## config.mk

```make
export PLATFORM = sky130hd
export DESIGN_NAME = mac_pipe_signed
export DESIGN_NICKNAME = d
export VERILOG_FILES = /design/src/rtl/mac_pipe_signed.sv
export SDC_FILE = /design/constraint.sdc
export NUM_CORES = 1
export LEC_CHECK = 0
export ABC_AREA = 1
export BUFFER_PORTS_ARGS = -buffer_cell sky130_fd_sc_hd__buf_2
export CAP_MARGIN = 20
export CORE_ASPECT_RATIO = 0.5
export CORE_MARGIN = 4
export CORE_UTILIZATION = 45
export DETAILED_ROUTE_END_ITERATION = 6
export GPL_TIMING_DRIVEN = 0
export PLACE_DENSITY_LB_ADDON = 0.08
export SLEW_MARGIN = 20
export SYNTH_ARGS = -nofsm -noshare
export SYNTH_HDL_FRONTEND = slang
export SYNTH_SLANG_ARGS = --single-unit
```

## constraint.sdc

```tcl
create_clock -name clk -period 5.9 [get_ports clk]
set_clock_uncertainty 0.15 [all_clocks]
set_input_delay 0 -clock clk [delete_from_list [all_inputs] [get_ports clk]]
set_output_delay 0 -clock clk [all_outputs]
set_load 0.02 [all_outputs]
```

## src/rtl/mac_pipe_signed.sv

```systemverilog
// Pipelined signed/unsigned multiply-accumulate with per-group mode, saturating
// or wrapping accumulation, sticky overflow reporting and valid/ready flow control.
module mac_pipe_signed #(
   parameter int DATA_W   = 8,
   parameter int ACC_W    = 32,
   parameter int SATURATE = 1
) (
   input  logic              clk,
   input  logic              rst,
   input  logic              in_valid,
   output logic              in_ready,
   input  logic [DATA_W-1:0] in_a,
   input  logic [DATA_W-1:0] in_b,
   input  logic              in_signed,
   input  logic              in_first,
   input  logic              in_last,
   output logic              out_valid,
   input  logic              out_ready,
   output logic [ACC_W-1:0]  out_data,
   output logic              out_sat
);

   localparam int PROD_W = 2 * DATA_W;

   // Full product widened to the accumulator, sign- or zero-extended by group mode.
   function automatic logic signed [ACC_W-1:0] ext_product(
      input logic [DATA_W-1:0] a,
      input logic [DATA_W-1:0] b,
      input logic              sgn
   );
      logic signed [PROD_W-1:0] as;
      logic signed [PROD_W-1:0] bs;
      logic signed [PROD_W-1:0] ps;
      logic [PROD_W-1:0]        au;
      logic [PROD_W-1:0]        bu;
      logic [PROD_W-1:0]        pu;
      as = {{DATA_W{a[DATA_W-1]}}, a};
      bs = {{DATA_W{b[DATA_W-1]}}, b};
      au = {{DATA_W{1'b0}}, a};
      bu = {{DATA_W{1'b0}}, b};
      ps = as * bs;
      pu = au * bu;
      if (sgn)
         return {{(ACC_W-PROD_W){ps[PROD_W-1]}}, ps};
      else
         return {{(ACC_W-PROD_W){1'b0}}, pu};
   endfunction

   // Returns {overflow, result}; the clamp direction follows the product sign.
   function automatic logic [ACC_W:0] sat_add(
      input logic signed [ACC_W-1:0] base,
      input logic signed [ACC_W-1:0] prod,
      input logic                    sgn
   );
      logic [ACC_W:0]   sum;
      logic             ovf;
      logic [ACC_W-1:0] res;
      if (sgn) begin
         sum = {base[ACC_W-1], base} + {prod[ACC_W-1], prod};
         ovf = sum[ACC_W] != sum[ACC_W-1];
      end else begin
         sum = {1'b0, base} + {1'b0, prod};
         ovf = sum[ACC_W];
      end
      res = sum[ACC_W-1:0];
      if (ovf && (SATURATE != 0)) begin
         if (!sgn)
            res = '1;
         else if (prod[ACC_W-1])
            res = {1'b1, {(ACC_W-1){1'b0}}};
         else
            res = {1'b0, {(ACC_W-1){1'b1}}};
      end
      return {ovf, res};
   endfunction

   logic stall;
   logic accept;
   logic mode;
   logic beat_sgn;

   assign stall    = out_valid && !out_ready;
   assign in_ready = !stall;
   assign accept   = in_valid && in_ready;
   assign beat_sgn = in_first ? in_signed : mode;

   // ---- S1: operands, flags and resolved group mode ----
   logic              vld_p0;
   logic              first_p0;
   logic              last_p0;
   logic              sgn_p0;
   logic [DATA_W-1:0] a_p0;
   logic [DATA_W-1:0] b_p0;

   always_ff @(posedge clk) begin
      if (rst) begin
         vld_p0 <= 1'b0;
         mode   <= 1'b0;
      end else if (!stall) begin
         vld_p0 <= accept;
         if (accept && in_first)
            mode <= in_signed;
      end
   end

   always_ff @(posedge clk) begin
      if (accept) begin
         a_p0     <= in_a;
         b_p0     <= in_b;
         first_p0 <= in_first;
         last_p0  <= in_last;
         sgn_p0   <= beat_sgn;
      end
   end

   // ---- S2: extended product ----
   logic                    vld_p1;
   logic                    first_p1;
   logic                    last_p1;
   logic                    sgn_p1;
   logic signed [ACC_W-1:0] prod_p1;

   always_ff @(posedge clk) begin
      if (rst)
         vld_p1 <= 1'b0;
      else if (!stall)
         vld_p1 <= vld_p0;
   end

   always_ff @(posedge clk) begin
      if (!stall && vld_p0) begin
         prod_p1  <= ext_product(a_p0, b_p0, sgn_p0);
         first_p1 <= first_p0;
         last_p1  <= last_p0;
         sgn_p1   <= sgn_p0;
      end
   end

   // ---- S3: accumulator, sticky overflow and output register ----
   logic signed [ACC_W-1:0] acc_p2;
   logic                    sticky_p2;
   logic signed [ACC_W-1:0] base;
   logic [ACC_W:0]          add_res;
   logic                    ovf;
   logic [ACC_W-1:0]        acc_nxt;
   logic                    sticky_nxt;

   always_comb begin
      base       = first_p1 ? '0 : acc_p2;
      add_res    = sat_add(base, prod_p1, sgn_p1);
      ovf        = add_res[ACC_W];
      acc_nxt    = add_res[ACC_W-1:0];
      sticky_nxt = (first_p1 ? 1'b0 : sticky_p2) | ovf;
   end

   always_ff @(posedge clk) begin
      if (rst) begin
         acc_p2    <= '0;
         sticky_p2 <= 1'b0;
         out_valid <= 1'b0;
         out_data  <= '0;
         out_sat   <= 1'b0;
      end else if (!stall) begin
         out_valid <= vld_p1 && last_p1;
         if (vld_p1) begin
            acc_p2    <= acc_nxt;
            sticky_p2 <= sticky_nxt;
            if (last_p1) begin
               out_data <= acc_nxt;
               out_sat  <= sticky_nxt;
            end
         end
      end
   end

endmodule

```

---- Yosys cells after proc, flatten, opt, wreduce, memory -nomap -nowiden ----
Cells that the tools add are included.
word-level totals
  bits in writable memories ............... 0
  bits in read-only memories .............. 0
  latch bits .............................. 0
  memories kept ........................... 0
  register bits ........................... 109
operators by class
  add/sub/neg operators ................... 2
  $mul .................................... 2
  equal/unequal tests ..................... 1
  $lt $le $gt $ge ......................... 0
  div/mod/pow operators ................... 0
  reductions and logical operators ........ 10
  mux-type cells .......................... 9
  shift-type cells ........................ 0
  bitwise operators ....................... 2
operator list
  cell                        count
  2-to-1 mux 32 bit           5
  adder 32 x 17 -> 33 bit     1
  adder 32 x 32 -> 33 bit     1
  multiplier 8 x 8 -> 16 bit  2
  2-to-1 mux 16 bit           1
  logical AND 1 bit           5
  AND reduction 2 bit         2
  2-to-1 mux 1 bit            3
  AND reduction 3 bit         1
  logical NOT 1 bit           2
  inequality test 1 bit       1
  NOT 1 bit                   1
  OR 1 bit                    1

---- Depth between registers and ports, before layout ----
Gate-level depths: netlist (run 1).
  depth after elaboration ................. 6
  gate-level depth with buffers ........... 21
  gate-level depth less buffers ........... 20

---- Worst setup path after synthesis (run 1) ----
OpenSTA, ideal clock, no wires.
  path kind ............................... flip-flop to flip-flop
  start point ............................. register b_p0[7]
  end point ............................... register prod_p1[13] (data pin)
  data required time ...................... 5.492 ns
  setup slack ............................. 1.142 ns
  cell stages (with the launch flop) ...... 19
  data arrival time ....................... 4.350 ns
  cell sequence ........................... edfxtp_1 -> clkbuf_1 -> inv_1 -> or2_2 -> fa_1 -> fa_1 -> inv_1 -> fa_1 -> inv_1 -> fa_1 -> inv_1 -> ha_1 -> a21oi_1 -> o21ai_0 -> a21oi_1 -> o21bai_1 -> xor2_1 -> nand2_1 -> nand2_1
on the way
  word-level cells in the longest chain between the ends .. 2
RTL lines
  what                                           line    text
  start, declared                                93      logic [DATA_W-1:0] b_p0;
  start signal, assigned                         109     b_p0 <= in_b;
  multiplier 8 x 8 -> 16 bit (on tied branches)  42, 41
  2-to-1 mux 16 bit (*)                          43      if (sgn)
  end signal, assigned                           132     prod_p1 <= ext_product(a_p0, b_p0, sgn_p0);
  end, declared                                  121     logic signed [ACC_W-1:0] prod_p1;
Mark *: on every way between the ends. The rest lies on a longest branch, timed or not.
A chain may end at the register's enable or synchronous reset.

---- Worst setup path in the final report (run 1) ----
Same ends and word-level chain as after synthesis.

==> results of run 1 <==
## registers in the layout (all words and copies together) (netlist names), 8 cells and up
signal	count
a_p0	8
acc_p2	32
prod_p1	17
b_p0	8
out_data	32
## worst max-delay path, stage by stage, from the launching register on
cell	delay, ps
edfxtp_1	410
clkbuf_1	440
inv_1	270
or2_2	350
fa_1	510
fa_1	550
inv_1	60
fa_1	520
inv_1	50
fa_1	540
inv_1	40
ha_1	340
a21oi_1	200
o21ai_0	160
a21oi_1	210
o21bai_1	100
xor2_1	140
nand2_1	60
nand2_1	50
## where the power goes
| part | switching, µW | total, µW | internal, µW |
|---|---|---|---|
| combinational | 1370 | 2170 | 803 |
| sequential | 40.9 | 917 | 876 |
| clock | 316 | 622 | 306 |
| total | 1730 | 3710 | 1990 |
## cell usage in the layout (no fill, tap or decap), drive strengths merged, types with 2 or more instances in the layout
cell type and count:
nand2 410, o21a 2, or2 6, edfxtp 39, nand4 9, clkbuf 46
o211ai 2, inv 399, and2 2, nand3 103, a21o 4, a21oi 94
nor3 7, dfxtp 70, o21bai 13, nor2 154, ha 90, buf 73
clkinv 5, xor2 17, o21ai 31, xnor2 12, nor4 2, fa 86
dlygate4sd3 23
## through the flow
stage	instances	power (µW)	hold WS, ps
global placement	2002	3080	26.2
detailed placement	2002	3100	28.1
finish	2041	3710	186
global route	2041	4110	197
CTS	2041	3740	173
floorplan	1610	2580	-51.1
## layout make-up
cell class / count / area (µm²) / area share
Timing Repair Buffer: 79 / 510 / 0.0409
Sequential cell: 109 / 2570 / 0.206
Inverter: 398 / 1490 / 0.120
Tap cell: 336 / 420 / 0.0337
Multi-Input combinational cell: 1050 / 6920 / 0.554
Clock buffer: 10 / 239 / 0.0191
Clock inverter: 6 / 53.8 / 0.00431
Buffer: 53 / 274 / 0.0220
## path summary, 6_finish.rpt
path	depth (start not counted)	end	slack, ps
setup / recovery	18	prod_p1[13]	470
hold / removal	2	a_p0[7]	190
setup reg to reg	18	prod_p1[13]	470
hold reg to reg	0	first_p1	280
## cell families (layout without fill, tap and decap cells)
group	Yosys count	in the layout	synth area share
buffers and inverters	451	546	0.157
adders and majority gates	176	176	0.253
xor gates and xnor gates	29	29	0.0226
and+or+nand+nor	694	694	0.264
DFF	109	109	0.229
AOI/OAI and AO/OA	151	151	0.0746
## what timing repair did
action                                 in CTS  in global routing
hold buffers                               23                  0
setup endpoints to repair                   0                  0
resized for setup                           0                  0
endpoints found under the hold margin      23                  0
## metal layers
layer  vias to the layer above  track usage
met3                        42       0.0342
met5                         -            0
met1                      4504        0.269
li1                       5034            -
met2                       182        0.354
met4                         0       0.0477
==> results.yml, run 1 <==
synthesis:
  synthesis.area_um2: 11300
  synth_top_area_cell: "fa_1"
  ys.flop_type: "dfxtp_1"
  synth_cell_type_count: 42
  synth_cells: 1610
  postSynth.asyncResetShare: 0
  yosys_warnings: 0
  synth_edf_count: 39
  yosysSeqAreaShare: 0.229
  synth_nets: 1809
  synth_top_cell_area_share: 0.153
  yosys-top-cells-count: "inv_1, nand2_1, nor2_1, nand3_1"
  synth.most_common_cell: "inv_1"
  syn_area_per_cell_um2: 6.99
  synthTopCellsByArea: "fa_1, inv_1, nand2_1"
  ys_ff_latch: 109
global_routing:
  grt_usage: 0.204
  grt_pass1_wl_um: 45900
  grt_pass1_vias: 9694
  grt_overflow_total: 0
  antenna_found_initial: 0
  grt_max_degree: 21
placement:
  place_area_um2: 12000
  place_congestion: 0.888
  numPortBuffers: 56
  hpwl_um: 23100
  dpl_worst_slack_ps: 432
clock_network:
  clockBufferDepth: 2
  root_buffer: "clkbuf_16"
  htreeDepth: 3
  cts_made_buffers: 9
  cts_setup_buffers: 0
  cts_tree: "done"
  path_clk_slew_ps: 80
  clock_latency_ps: 370
  clkSinkCount: 109
floorplanning:
  die_w_um: 232
  placementRows: 40
  boundaryPins: 58
  fp.dieH_um: 120
  core_um2: 24300
  die_area_um2: 27800
  initial_core_util: 0.464
pwr:
  p_per_area_nw_per_um2: 297
  vdd_drop_max_mv: 0.136
  power.leakage_uw: 0.00709
cells_and_area:
  nets: 1899
  fin_util: 0.514
  nFillCells: 2445
  final_layout_size_suffix_gt1_frac: 0.0821
  num_antenna_cells: 0
  syn_to_final_growth_pct: 10.9
  fin_area_um2: 12500
sta:
  period_needed_ps: 5430
  post-route-period-util: 0.921
  tightestPinTransition_ps: 797
  final_hold_viol_count: 0
  setup_violations: 0
  slew_viol_final: 0
  grt_setup_unrepaired: "false"
  maxSlewHeadroom: 0.468
  fin_ws_ps: 465
  fmax_mhz: 184
  fin_tns_setup_ps: 0
detailed_routing:
  drt-total-wl_um: 27900
  wl_per_cell_um: 13.7
  drc: 0
  wl_met2_um: 13300
  top_layer: "met4"
  vias_per_cell: 4.78
  firstDrtPassIters: 7
  route.met3.wl_um: 1180
  vias: 9762
  antenna_left: 0
  wl_met1_um: 12900
  first_iter_violations: 557
run:
  cap_viol_max_count: 0
critical_path:
  crit_start: "b_p0[7]"
  rr_startpoint: "b_p0[7]"
  critPathCaptureType: "flop"
  critPathLaunchType: "flop"
  setup.worst_path.class: "flop to flop"
  cp_max_fo: 9
  cp.arrival_ps: 5400
  cp.required_ps: 5860
min_path:
  hold_path.startpoint: "in_a[7]"
  hold_path_class: "input pin to flop"
run_status:
  status: "finished, final reports clean"
Power figures use the tool's default switching activity.
==> run 2, diff against run 1 <==
--- a/config.mk
+++ b/config.mk
@@ -9,11 +9,12 @@
 export BUFFER_PORTS_ARGS = -buffer_cell sky130_fd_sc_hd__buf_2
 export CAP_MARGIN = 20
 export CORE_ASPECT_RATIO = 0.5
-export CORE_MARGIN = 4
+export CORE_MARGIN = 2
 export CORE_UTILIZATION = 45
 export DETAILED_ROUTE_END_ITERATION = 6
 export GPL_TIMING_DRIVEN = 0
 export PLACE_DENSITY_LB_ADDON = 0.08
+export REMOVE_ABC_BUFFERS = 1
 export SLEW_MARGIN = 20
 export SYNTH_ARGS = -nofsm -noshare
 export SYNTH_HDL_FRONTEND = slang
==> run 2 against run 1 <==
  * Cell count fell by 2.5%
  * Count of clock-buffer cells in the layout did not move
  * Design area fell by 2.1%
  * Total power fell by 2.3%
  * Via count fell by 4.4%
  * Largest cell class unchanged
  * Maximum frequency rose by 4.0%
  * Critical path type unchanged
==> results.yml, run 2 (synthesis gave the netlist of run 1 again) <==
run:
  cap_viol_max_count: 0
placement:
  numPortBuffers: 57
  hpwl_um: 20600
  placed_cells: 1952
  place_congestion: 0.879
sta:
  period_needed_ps: 5220
  post-route-period-util: 0.885
  slew_viol_final: 0
  final_hold_viol_count: 0
  tightestPinTransition_ps: 812
  maxSlewHeadroom: 0.457
  grt_setup_unrepaired: "false"
  fin_tns_setup_ps: 0
  setup_violations: 0
  fmax_mhz: 191
global_routing:
  grt_pass1_vias: 9172
  grt_overflow_total: 0
  antenna_found_initial: 0
  grt_max_degree: 71
  grt_pass1_wl_um: 43600
  grt_usage: 0.207
critical_path:
  cp_max_fo: 10
  setup.worst_path.class: "flop to flop"
  critPathCaptureType: "flop"
  crit_start: "b_p0[7]"
  regToRegSetupSlack_ps: 680
  cp.required_ps: 5870
  critPathLaunchType: "flop"
  rr_startpoint: "b_p0[7]"
  cp.arrival_ps: 5190
detailed_routing:
  drt-total-wl_um: 25900
  first_iter_violations: 523
  vias: 9335
  wl_per_cell_um: 13.0
  vias_per_cell: 4.69
  drc: 0
  antenna_left: 0
  firstDrtPassIters: 5
clock_network:
  cts_resized: 0
  clockBufferDepth: 2
  cts_tree: "done"
  cts_made_buffers: 9
  path_clk_slew_ps: 70
  cts_setup_buffers: 0
  clock_latency_ps: 370
  clkSinkCount: 109
  root_buffer: "clkbuf_16"
  postCtsHoldBufs: 21
  htreeDepth: 3
cells_and_area:
  final_common_cell: "inv_1"
  nets: 1847
  num_antenna_cells: 0
  multi_input_area_um2: 6920
  nFillCells: 2491
  top_regs: "acc_p2 x32, out_data x32, prod_p1 x17"
  final_layout_size_suffix_gt1_frac: 0.0792
  final_cell_mix: "inv_1, nand2_1, nor2_1, nand3_1"
  stdcell_count: 1989
  ff_latch_area_um2: 2570
  syn_to_final_growth_pct: 8.59
min_path:
  hold_path_class: "input pin to flop"
  hold_path.startpoint: "rst"
pwr:
  p_sw_uw: 1670
  internal_power_uw: 1960
  comb_power_share: 0.577
  p_per_area_nw_per_um2: 297
  p_seq_frac: 0.258
  vdd_drop_max_mv: 0.130
  swShare: 0.459
  power.leakage_uw: 0.00697
  pwr-share-clk: 0.165
run_status:
  status: "finished, final reports clean"
floorplanning:
  fp.dieH_um: 116
  boundaryPins: 58
  initial_core_util: 0.464
  die_area_um2: 26400
  placementRows: 40
  die_w_um: 228
  core_um2: 24300
[run 2: worst max-delay path, cell delays in order (launching register included)]
cell and delay, ps:
edfxtp_1 630, inv_1 250, or2_2 340, fa_1 510
fa_1 540, inv_1 60, fa_1 530, inv_1 50
fa_1 520, inv_1 40, ha_1 340, a21oi_1 210
o21ai_0 170, a21oi_1 240, o21ai_0 110, a21oi_1 210
nor2_1 80
[run 2: area by class of cell]
type / instances / share of cell area
Clock buffer: 10 / 0.0196
Clock inverter: 6 / 0.00369
Inverter: 398 / 0.122
Multi-Input combinational cell: 1050 / 0.566
Sequential cell: 109 / 0.210
Tap cell: 336 / 0.0344
Timing Repair Buffer: 80 / 0.0436
[run 2: routing by layer]
| metal | GRT usage | up-vias | share of wire | routed length (µm) |
|---|---|---|---|---|
| met5 | 0 | - | 0 | 0 |
| met4 | 0.0462 | 0 | 0.013 | 335 |
| met3 | 0.0340 | 24 | 0.030 | 780 |
| met2 | 0.347 | 130 | 0.45 | 11700 |
| met1 | 0.283 | 4278 | 0.50 | 13100 |
| li1 | - | 4903 | - | - |
[run 2: per-stage QoR]
stage	worst slack [ps]	utilization	total power (µW)	cell area (µm²)	hold WS, ps
detailed placement	706	0.483	3030	11700	28.1
finish	676	0.504	3630	12200	94.8
floorplan	1260	-	2550	11000	-80.9
CTS	680	0.504	3660	12200	74.5
global route	370	0.504	4020	12200	107
global placement	710	0.481	3020	11700	27.3
[run 2: power by group through the flow]
stage	Combinational [µW]	Sequential (µW)	Clock [µW]
after floorplan	1610	939	0
after global placement	2070	956	0
after detailed placement	2080	955	0
after CTS	2110	938	619
after global routing	2430	946	642
final	2090	937	597
[run 2: path summary, 6_finish.rpt]
path	endpoint	depth (start not counted)
worst max-delay path	prod_p1[11]	16
worst min-delay path	out_valid	2
worst max register to register	prod_p1[11]	16
worst min register to register	first_p1	0
==> run 3, diff against run 2 <==
--- a/config.mk
+++ b/config.mk
@@ -8,6 +8,8 @@
 export ABC_AREA = 1
 export BUFFER_PORTS_ARGS = -buffer_cell sky130_fd_sc_hd__buf_2
 export CAP_MARGIN = 20
+export CELL_PAD_IN_SITES_DETAIL_PLACEMENT = 0
+export CELL_PAD_IN_SITES_GLOBAL_PLACEMENT = 1
 export CORE_ASPECT_RATIO = 0.5
 export CORE_MARGIN = 2
 export CORE_UTILIZATION = 45
==> run 3 against run 2 <==
  * Setup slack better by 20 ps
  * Wire length rose by 0.74%
  * Utilization rose by 0.20 points
  * Sequential share of layout area decreased by 0.081 points
  * Global-route usage rose by 0.40 points
  * Register-to-register slack improved by 20 ps
  * First-iteration DRC count fell by 19%
  * Cell count up 0.15%
  * Non-clock buffer count rose by 3
  * Combinational power about the same
  * Worst hold slack got worse by 4.5 ps
  * Count of clock-buffer cells in the layout rose by 1
  * Critical path type unchanged
  * Largest power group unchanged
  * Highest routed layer unchanged
==> results.yml, run 3 (synthesis gave the netlist of run 1 again) <==
critical_path:
  critPathLaunchType: "flop"
  critPathCaptureType: "flop"
  cp.arrival_ps: 5170
  cp_max_fo: 10
  rr_startpoint: "b_p0[7]"
  regToRegSetupSlack_ps: 700
  setup.worst_path.class: "flop to flop"
  rr_endpoint: "prod_p1[13]"
  rr_worst_depth: 17
  cp.required_ps: 5860
run:
  cap_viol_max_count: 0
sta:
  period_needed_ps: 5200
  fin_hold_ws_ps: 90.3
  final_hold_viol_count: 0
  post-route-period-util: 0.882
  fin_tns_setup_ps: 0
  slew_viol_final: 0
  setup_violations: 0
  tightestPinTransition_ps: 882
  maxSlewHeadroom: 0.412
  fmax_mhz: 192
  grt_setup_unrepaired: "false"
detailed_routing:
  vias_per_cell: 4.70
  first_iter_violations: 422
  wl_per_cell_um: 13.1
  drt-total-wl_um: 26100
  firstDrtPassIters: 5
  drc: 0
  antenna_left: 0
  vias: 9358
clock_network:
  cts_tree: "done"
  postCtsHoldBufs: 23
  clockBufferDepth: 2
  cts_made_buffers: 9
  root_buffer: "clkbuf_16"
  clock_latency_ps: 370
  cts_setup_buffers: 0
  htreeDepth: 3
  cts_resized: 0
  path_clk_slew_ps: 70
  clkSinkCount: 109
cells_and_area:
  multi_input_area_um2: 6920
  final_layout_size_suffix_gt1_frac: 0.0773
  final_cell_mix: "inv_1, nand2_1, nor2_1, nand3_1"
  final_common_cell: "inv_1"
  syn_to_final_growth_pct: 9.01
  nFillCells: 2477
  top_regs: "acc_p2 x32, out_data x32, prod_p1 x17"
  nets: 1850
  fin_util: 0.506
  ff_latch_area_um2: 2570
  num_antenna_cells: 0
global_routing:
  antenna_found_initial: 0
  grt_overflow_total: 0
  grt_max_degree: 71
  grt_pass1_wl_um: 44000
  grt_pass1_vias: 9223
  grt_usage: 0.211
pwr:
  p_per_area_nw_per_um2: 297
  vdd_drop_max_mv: 0.142
  total_power_uw: 3650
  power.leakage_uw: 0.00699
run_status:
  status: "finished, final reports clean"
floorplanning:
  die_w_um: 228
  die_area_um2: 26400
  core_um2: 24300
  fp.dieH_um: 116
  boundaryPins: 58
  initial_core_util: 0.464
  placementRows: 40
min_path:
  holdPathStages: 2
  hold_path.startpoint: "rst"
  whs_endpoint: "out_valid"
  hold_path_class: "input pin to flop"
placement:
  hpwl_um: 20900
  numPortBuffers: 57
  place_congestion: 0.902
[run 3: worst max path at each step]
stage                       end  slack (ps)  startpoint  cells after the start
finish              prod_p1[13]         700     b_p0[7]                     17
CTS                 prod_p1[13]         670     b_p0[7]                     17
floorplan           prod_p1[13]        1260     b_p0[7]                     17
detailed placement  prod_p1[13]         690     b_p0[7]                     17
global route        prod_p1[12]         360     b_p0[7]                     16
global placement    out_data[3]         700   out_valid                     11
[run 3: layer usage]
layer | vias up | share of wire | wire length, µm | global-route usage
li1 | 4927 | - | - | -
met1 | 4318 | 0.50 | 12900 | 0.282
met2 | 99 | 0.47 | 12200 | 0.366
met3 | 14 | 0.029 | 767 | 0.0360
met4 | 0 | 0.0073 | 190 | 0.0370
met5 | - | 0 | 0 | 0
[run 3: critical path, stage by stage, from the launching register on]
cell,delay (ps)
edfxtp_1,610
inv_1,250
or2_2,340
fa_1,530
fa_1,550
inv_1,60
fa_1,530
inv_1,50
fa_1,520
inv_1,40
ha_1,340
a21oi_1,200
o21ai_0,140
a21oi_1,220
o21bai_1,100
xor2_1,160
nand2_1,70
nand2_1,70
[run 3: cell type report]
class	count	area share
Clock buffer	11	0.0190
Clock inverter	5	0.00418
Inverter	398	0.122
Multi-Input combinational cell	1050	0.564
Sequential cell	109	0.210
Tap cell	336	0.0343
Timing Repair Buffer	83	0.0473
[run 3: where the power goes]
part           switching [µW]  internal [µW]
logic                    1320            788
registers                61.9            877
clock network             277            326
total                    1660           1990
[run 3: through the flow]
| stage | cells | instance area, µm² | worst slack [ps] |
|---|---|---|---|
| after floorplan | 1557 | 11000 | 1260 |
| after global placement | 1950 | 11700 | 697 |
| after detailed placement | 1953 | 11800 | 690 |
| after CTS | 1992 | 12300 | 667 |
| after global routing | 1992 | 12300 | 359 |
| final | 1992 | 12300 | 696 |
